## src/rtl/econet_rx_frame.sv

```systemverilog
// econet_rx_frame: Econet frame receiver sitting behind the RX PHY.
// Filters on destination station/network, checks the HDLC FCS
// (CRC-16/CCITT, reflected) and holds one accepted frame in a local
// byte buffer that the host reads at random and releases with frame_ack.
//
// Host handshake: frame_ready is the valid, frame_ack is the ready.
// The buffer is handed over on any edge where both are high; frame_ready
// drops on that edge and frame_ack is ignored while frame_ready is low.
module econet_rx_frame #(
    parameter int ADDR_W = 8
) (
    input  logic              econet_clk,
    input  logic              reset,
    input  logic [7:0]        data_in,
    input  logic              data_strobe,
    input  logic              frame_start,
    input  logic              frame_end,
    input  logic [7:0]        station_id,
    input  logic [7:0]        net_id,
    input  logic              promisc,
    output logic              frame_ready,
    output logic [ADDR_W:0]   frame_len,
    input  logic [ADDR_W-1:0] rd_addr,
    output logic [7:0]        rd_data,
    input  logic              frame_ack,
    output logic              err_strobe,
    output logic [1:0]        err_code,
    output logic [1:0]        fsm_state
);

    typedef enum logic [1:0] {
        IDLE    = 2'd0,
        RECV    = 2'd1,
        DISCARD = 2'd2
    } state_t;

    localparam int              DEPTH    = 1 << ADDR_W;
    localparam logic [ADDR_W:0] MIN_CNT  = (ADDR_W + 1)'(6);
    localparam logic [ADDR_W:0] FCS_LEN  = (ADDR_W + 1)'(2);
    localparam logic [15:0]     CRC_INIT = 16'hFFFF;
    localparam logic [15:0]     CRC_GOOD = 16'hF0B8;

    localparam logic [1:0] ERR_CRC     = 2'd0;
    localparam logic [1:0] ERR_RUNT    = 2'd1;
    localparam logic [1:0] ERR_LONG    = 2'd2;
    localparam logic [1:0] ERR_OVERRUN = 2'd3;

    state_t            state;
    logic              strobe_q;
    logic              end_q;
    logic [ADDR_W:0]   wr_cnt;
    logic [15:0]       crc;
    logic              lock_drop;
    logic [7:0]        mem [DEPTH];

    logic              byte_evt;
    logic              end_evt;
    logic              wr_en;
    logic              hdr_ok0;
    logic              hdr_ok1;

    // One CRC-16/CCITT byte step, LSB first, reflected polynomial.
    function automatic logic [15:0] crc_step(input logic [15:0] c, input logic [7:0] d);
        logic [15:0] r;
        r = c;
        for (int i = 0; i < 8; i++) begin
            r = (r[0] ^ d[i]) ? ((r >> 1) ^ 16'h8408) : (r >> 1);
        end
        return r;
    endfunction

    // Rising-edge events, header match and buffer write enable.
    always_comb begin
        byte_evt = data_strobe & ~strobe_q;
        end_evt  = frame_end & ~end_q;
        hdr_ok0  = promisc | (data_in == station_id) | (data_in == 8'hFF);
        hdr_ok1  = promisc | (data_in == 8'h00) | (data_in == net_id) | (data_in == 8'hFF);
        // frame_start and end events outrank a coincident byte; a full buffer takes no write.
        wr_en    = (state == RECV) & ~frame_start & ~end_evt & byte_evt & ~wr_cnt[ADDR_W];
    end

    assign fsm_state = state;

    // Frame buffer write port; contents are not reset.
    always_ff @(posedge econet_clk) begin
        if (wr_en) begin
            mem[wr_cnt[ADDR_W-1:0]] <= data_in;
        end
    end

    // Registered host read port.
    always_ff @(posedge econet_clk or posedge reset) begin
        if (reset) begin
            rd_data <= 8'h00;
        end else begin
            rd_data <= mem[rd_addr];
        end
    end

    // Receive FSM, edge registers, CRC, buffer ownership and error reporting.
    always_ff @(posedge econet_clk or posedge reset) begin
        if (reset) begin
            state       <= IDLE;
            strobe_q    <= 1'b0;
            end_q       <= 1'b0;
            wr_cnt      <= '0;
            crc         <= CRC_INIT;
            lock_drop   <= 1'b0;
            frame_ready <= 1'b0;
            frame_len   <= '0;
            err_strobe  <= 1'b0;
            err_code    <= 2'd0;
        end else begin
            strobe_q   <= data_strobe;
            end_q      <= frame_end;
            err_strobe <= 1'b0;

            if (frame_ready && frame_ack) begin
                frame_ready <= 1'b0;
            end

            if (frame_start) begin
                // Lock decision uses the pre-edge frame_ready, so an ack on the
                // same edge still loses this frame as an overrun.
                if (frame_ready) begin
                    state     <= DISCARD;
                    lock_drop <= 1'b1;
                end else begin
                    state     <= RECV;
                    wr_cnt    <= '0;
                    crc       <= CRC_INIT;
                    lock_drop <= 1'b0;
                end
            end else begin
                case (state)
                    IDLE: begin
                        state <= IDLE;
                    end
                    RECV: begin
                        if (end_evt) begin
                            state <= IDLE;
                            if (wr_cnt < MIN_CNT) begin
                                err_strobe <= 1'b1;
                                err_code   <= ERR_RUNT;
                            end else if (crc != CRC_GOOD) begin
                                err_strobe <= 1'b1;
                                err_code   <= ERR_CRC;
                            end else begin
                                frame_ready <= 1'b1;
                                frame_len   <= wr_cnt - FCS_LEN;
                            end
                        end else if (byte_evt) begin
                            if (wr_cnt[ADDR_W]) begin
                                err_strobe <= 1'b1;
                                err_code   <= ERR_LONG;
                                state      <= DISCARD;
                            end else begin
                                wr_cnt <= wr_cnt + 1'b1;
                                crc    <= crc_step(crc, data_in);
                                if ((wr_cnt == '0) && !hdr_ok0) begin
                                    state <= DISCARD;
                                end
                                if ((wr_cnt == (ADDR_W + 1)'(1)) && !hdr_ok1) begin
                                    state <= DISCARD;
                                end
                            end
                        end
                    end
                    DISCARD: begin
                        if (end_evt) begin
                            state <= IDLE;
                        end else if (byte_evt && lock_drop) begin
                            err_strobe <= 1'b1;
                            err_code   <= ERR_OVERRUN;
                            lock_drop  <= 1'b0;
                        end
                    end
                    default: begin
                        state <= IDLE;
                    end
                endcase
            end
        end
    end

endmodule

```

## config.mk

```make
export PLATFORM = sky130hd
export DESIGN_NAME = econet_rx_frame
export DESIGN_NICKNAME = d
export VERILOG_FILES = /design/src/rtl/econet_rx_frame.sv
export SDC_FILE = /design/constraint.sdc
export NUM_CORES = 2
export LEC_CHECK = 0
export CORE_UTILIZATION = 59
export CTS_BUF_LIST = sky130_fd_sc_hd__clkbuf_2
export DETAILED_ROUTE_END_ITERATION = 10
export GPL_ROUTABILITY_DRIVEN = 0
export PLACE_DENSITY_LB_ADDON = 0.08
export SYNTH_ARGS = -nofsm -noshare
export SYNTH_HDL_FRONTEND = slang
export SYNTH_SLANG_ARGS = --single-unit
export TNS_END_PERCENT = 5
```

## constraint.sdc

```tcl
create_clock -name econet_clk -period 2.8 [get_ports econet_clk]
set_clock_uncertainty 0.05 [all_clocks]
set_input_delay 0.56 -clock econet_clk [delete_from_list [all_inputs] [get_ports econet_clk]]
set_output_delay 0.56 -clock econet_clk [all_outputs]
set_load 0.005 [all_outputs]
```

==> run metrics <==
P per Cell Area slightly above 600 nW/um^2; syn nets 4102; f_max ~330 MHz; hold path cells 3; Switch Pwr ~14 mW; die outline height around 370 um; Crit-path slowest cell dfrtp_1; Clk pwr share 34.0%; first-pass GRT wire length ~300000 um; I/O pin cnt between 60 and 70; initial antenna violation count 8; number of global-route vias before repair 46480; Buf+Inv Stages, Crit Path 1; H-tree Lvls 6; Comb power frac ~6.6%; num rows roughly 140; Initial Utilization about three fifths; R2R cell count 12; clock tree sinks between 2000 and 2500; critical path cell sequence buf_2; Clk pin slew, worst setup/hold paths ~0.11 ns; DRC viols 0; Nets approximately 5300; Routed WL 211900 um; Pint about 44 mW; Seq/Total Area, Yosys 76.52%; MaxCap Viol Count 0; final hold vios 0; worst hold slack 0.1060 ns; data required time of the worst path about 2.2 ns; placed cells between 6000 and 7000; final setup vio count 27; pin count of the biggest net entering global routing about 170; final instance area 95710 um^2; worst setup margin -0.1869 ns; area grow syn2layout 16.64%; switch share between 20% and 30%; HPWL after DPL around 130000 um; Worst setup SP type flop; Die Width about 370 um; Mapped Area between 80000 and 90000 um^2; Clk Tree Root Cell clkbuf_2; failing checks negative setup slack; TNS Setup -3.496 ns; Syn Area/Cell 20.24 um^2; TritonCTS clock tree yes; layout cells sized above 1 between 30% and 40%; Synth cell types slightly below 70; Worst Path Arrival about 2.4 ns; status finished with violations; Sequential Power Share between 50% and 60%; Worst path depth 1; synthesized flop and latch total between 2000 and 2500; Leakage between 30 and 40 nW; Gate Count Post-Synth approximately 4000; fillers ~8900; Hold/Removal Path Class input port to flop; Core ar. between 100000 and 150000 um^2; Starting DRT DRC Count roughly 5300; Skew-Pair Late Insertion Delay about 1.8 ns; top cell type's share of synthesized area about three quarters; Max Transition Viols Final 0; period utilization 106.7%; CP max stage delay between 0.4 and 0.5 ns; Slew @ Worst Pin approximately 1.3 ns; flip-flop and latch area 62800 um^2; EDFF count, synth 2048; Routed Antenna Nets 0; vias approximately 46000; die area approximately 140000 um^2; drt first pass iters 6; total CTS buffers 535; VDD IR-drop max approximately 0.53 mV; CTS max path bufs 4; Area contributors post-synth edfxtp_1 (75%), mux4_2 (12%), mux2i_1 (1.6%), a22oi_1 (1.6%), nor2_1 (1.4%); WS Path Type flop to output port; final worst path period need roughly 3 ns; Total GRT Usage approximately 31%; worst-path maximum fanout 1; vias per cell a little over 6; cell taking the most area after synthesis edfxtp_1; grt ovf 0; Crit. End Element output port; port buffer count 61; Post-synth top flop edfxtp_1; Max-slew headroom 13.84%; RSZ-0062 raised after global routing true; Crit path max-delay family flip-flops; fraction of registers with async set/reset 2.430%; routed length per placed instance around 29 um; Synth warnings 0; Cell Area, Placed ~91000 um^2; Final Non-Filler Cells approximately 7400; area of the multi-input gates between 15000 and 20000 um^2
[flip-flops by register name, indices dropped and copies added, names as in the netlist]
signal       cells
frame_ready      1
err_strobe       1
frame_len        9
end_q            1
fsm_state        2
strobe_q         1
mem           2048
lock_drop        1
rd_data          8
crc             16
err_code         2
wr_cnt           9
[power by group through the flow]
stage / Combinational, mW / Sequential [mW] / Clock, mW
2_1_floorplan: 1.79 / 35.2 / 0
3_3_place_gp: 3.76 / 35.3 / 0
3_5_place_dp: 3.79 / 35.3 / 0
4_1_cts: 3.86 / 34.5 / 20.2
5_1_grt: 4.05 / 34.6 / 21.7
6_report: 3.86 / 34.6 / 19.8
[cell families (layout without fill, tap and decap cells)]
| group | after synthesis | count (layout) | share of synthesized area, % |
|---|---|---|---|
| other | 0 | 11 | 0 |
| buffers and inverters | 268 | 1792 | 1.865 |
| and+or+nand+nor | 550 | 550 | 3.034 |
| xor gates and xnor gates | 51 | 51 | 0.5443 |
| adders and majority gates | 8 | 8 | 0.1220 |
| AOI/OAI and AO/OA | 503 | 503 | 4.198 |
| DFF | 2099 | 2099 | 76.52 |
| muxes | 576 | 576 | 13.71 |
[per-layer routing]
layer / up-vias / GRT usage [%] / wire, um
met2: 2518 / 47.25 / 101500
met4: 2 / 10.59 / 5654
met5: - / 0 / 20
met3: 296 / 7.085 / 20550
li1: 19400 / - / -
met1: 23370 / 43.89 / 84160
[layout by cell type (no fill, tap or decap), types with 9 or more instances in the layout]
cell type,synthesis,layout
xnor2_1,26,26
nand2_2,0,12
dfrtp_1,35,34
o22ai_1,22,22
o21ai_0,43,43
bufinv_16,0,9
buf_4,16,676
mux4_2,438,438
clkinv_1,0,95
a21oi_1,116,116
buf_2,67,25
edfxtp_1,2048,2048
mux2i_1,132,132
xor2_1,25,25
nor2_1,304,287
nand3_1,32,26
clkdlybuf4s50_1,0,25
clkbuf_2,0,740
inv_2,0,17
a31oi_1,11,11
o211ai_1,11,11
a22oi_1,174,174
dfstp_2,16,16
buf_6,35,11
diode_2,0,11
a211oi_1,26,26
inv_1,13,11
nor4_2,11,11
nor3_1,18,18
nor2_2,0,12
dlygate4sd3_1,0,52
nor2b_1,18,14
buf_8,9,10
clkinv_2,0,25
nor4_1,12,12
a22o_1,17,17
nand2_1,103,91
o221ai_1,38,38
buf_12,1,94
[per-stage QoR]
stage | setup WS [ns] | total power [mW] | utilization, %
floorplan | -0.04018 | 37.02 | -
global placement | -0.4600 | 39.02 | 65.77
detailed placement | -0.5205 | 39.05 | 65.77
CTS | -0.3301 | 58.55 | 69.39
global route | -0.3896 | 60.33 | 69.52
finish | -0.1869 | 58.19 | 69.53
[worst paths after layout]
| path | start | endpoint | slack, ns |
|---|---|---|---|
| max in group asynchronous | reset | wr_cnt[0] | 1.03 |
| min in group asynchronous | reset | wr_cnt[4] | 0.68 |
| min | data_in[4] | mem[170][4] | 0.11 |
| min reg2reg | frame_len[0] | frame_len[0] | 0.45 |
| max | rd_data[2] | rd_data[2] | -0.19 |
| max reg2reg | fsm_state[1] | mem[219][6] | 0.04 |
[final cells by class]
type,instances,area share (%)
Sequential cell,2099,65.61
Clock inverter,145,0.8484
Clock buffer,740,3.869
Multi-Input combinational cell,1688,18.73
Tap cell,1794,2.345
Antenna cell,11,0.02876
Inverter,13,0.05360
Timing Repair Buffer,894,8.517
[synthesized netlist by cell type, types with 18 or more instances]
cell / number
mux4_2: 438
dfrtp_1: 35
nand2_1: 103
clkbuf_1: 116
o21ai_0: 43
nor2b_1: 18
a211oi_1: 26
mux2i_1: 132
buf_6: 35
xor2_1: 25
a21oi_1: 116
buf_2: 67
o22ai_1: 22
o221ai_1: 38
nor3_1: 18
a22oi_1: 174
nand3_1: 32
xnor2_1: 26
edfxtp_1: 2048
nor2_1: 304
[repair_timing]
action	4_1_cts	5_1_grt
cloned	0	1
hold endpoints to repair	2150	0
buffers inserted	4	3
hold buffers	52	0
endpoints found under the setup margin	24	1422
resized for setup	99	33
pin swaps	1	2
Power figures use the tool's default switching activity.
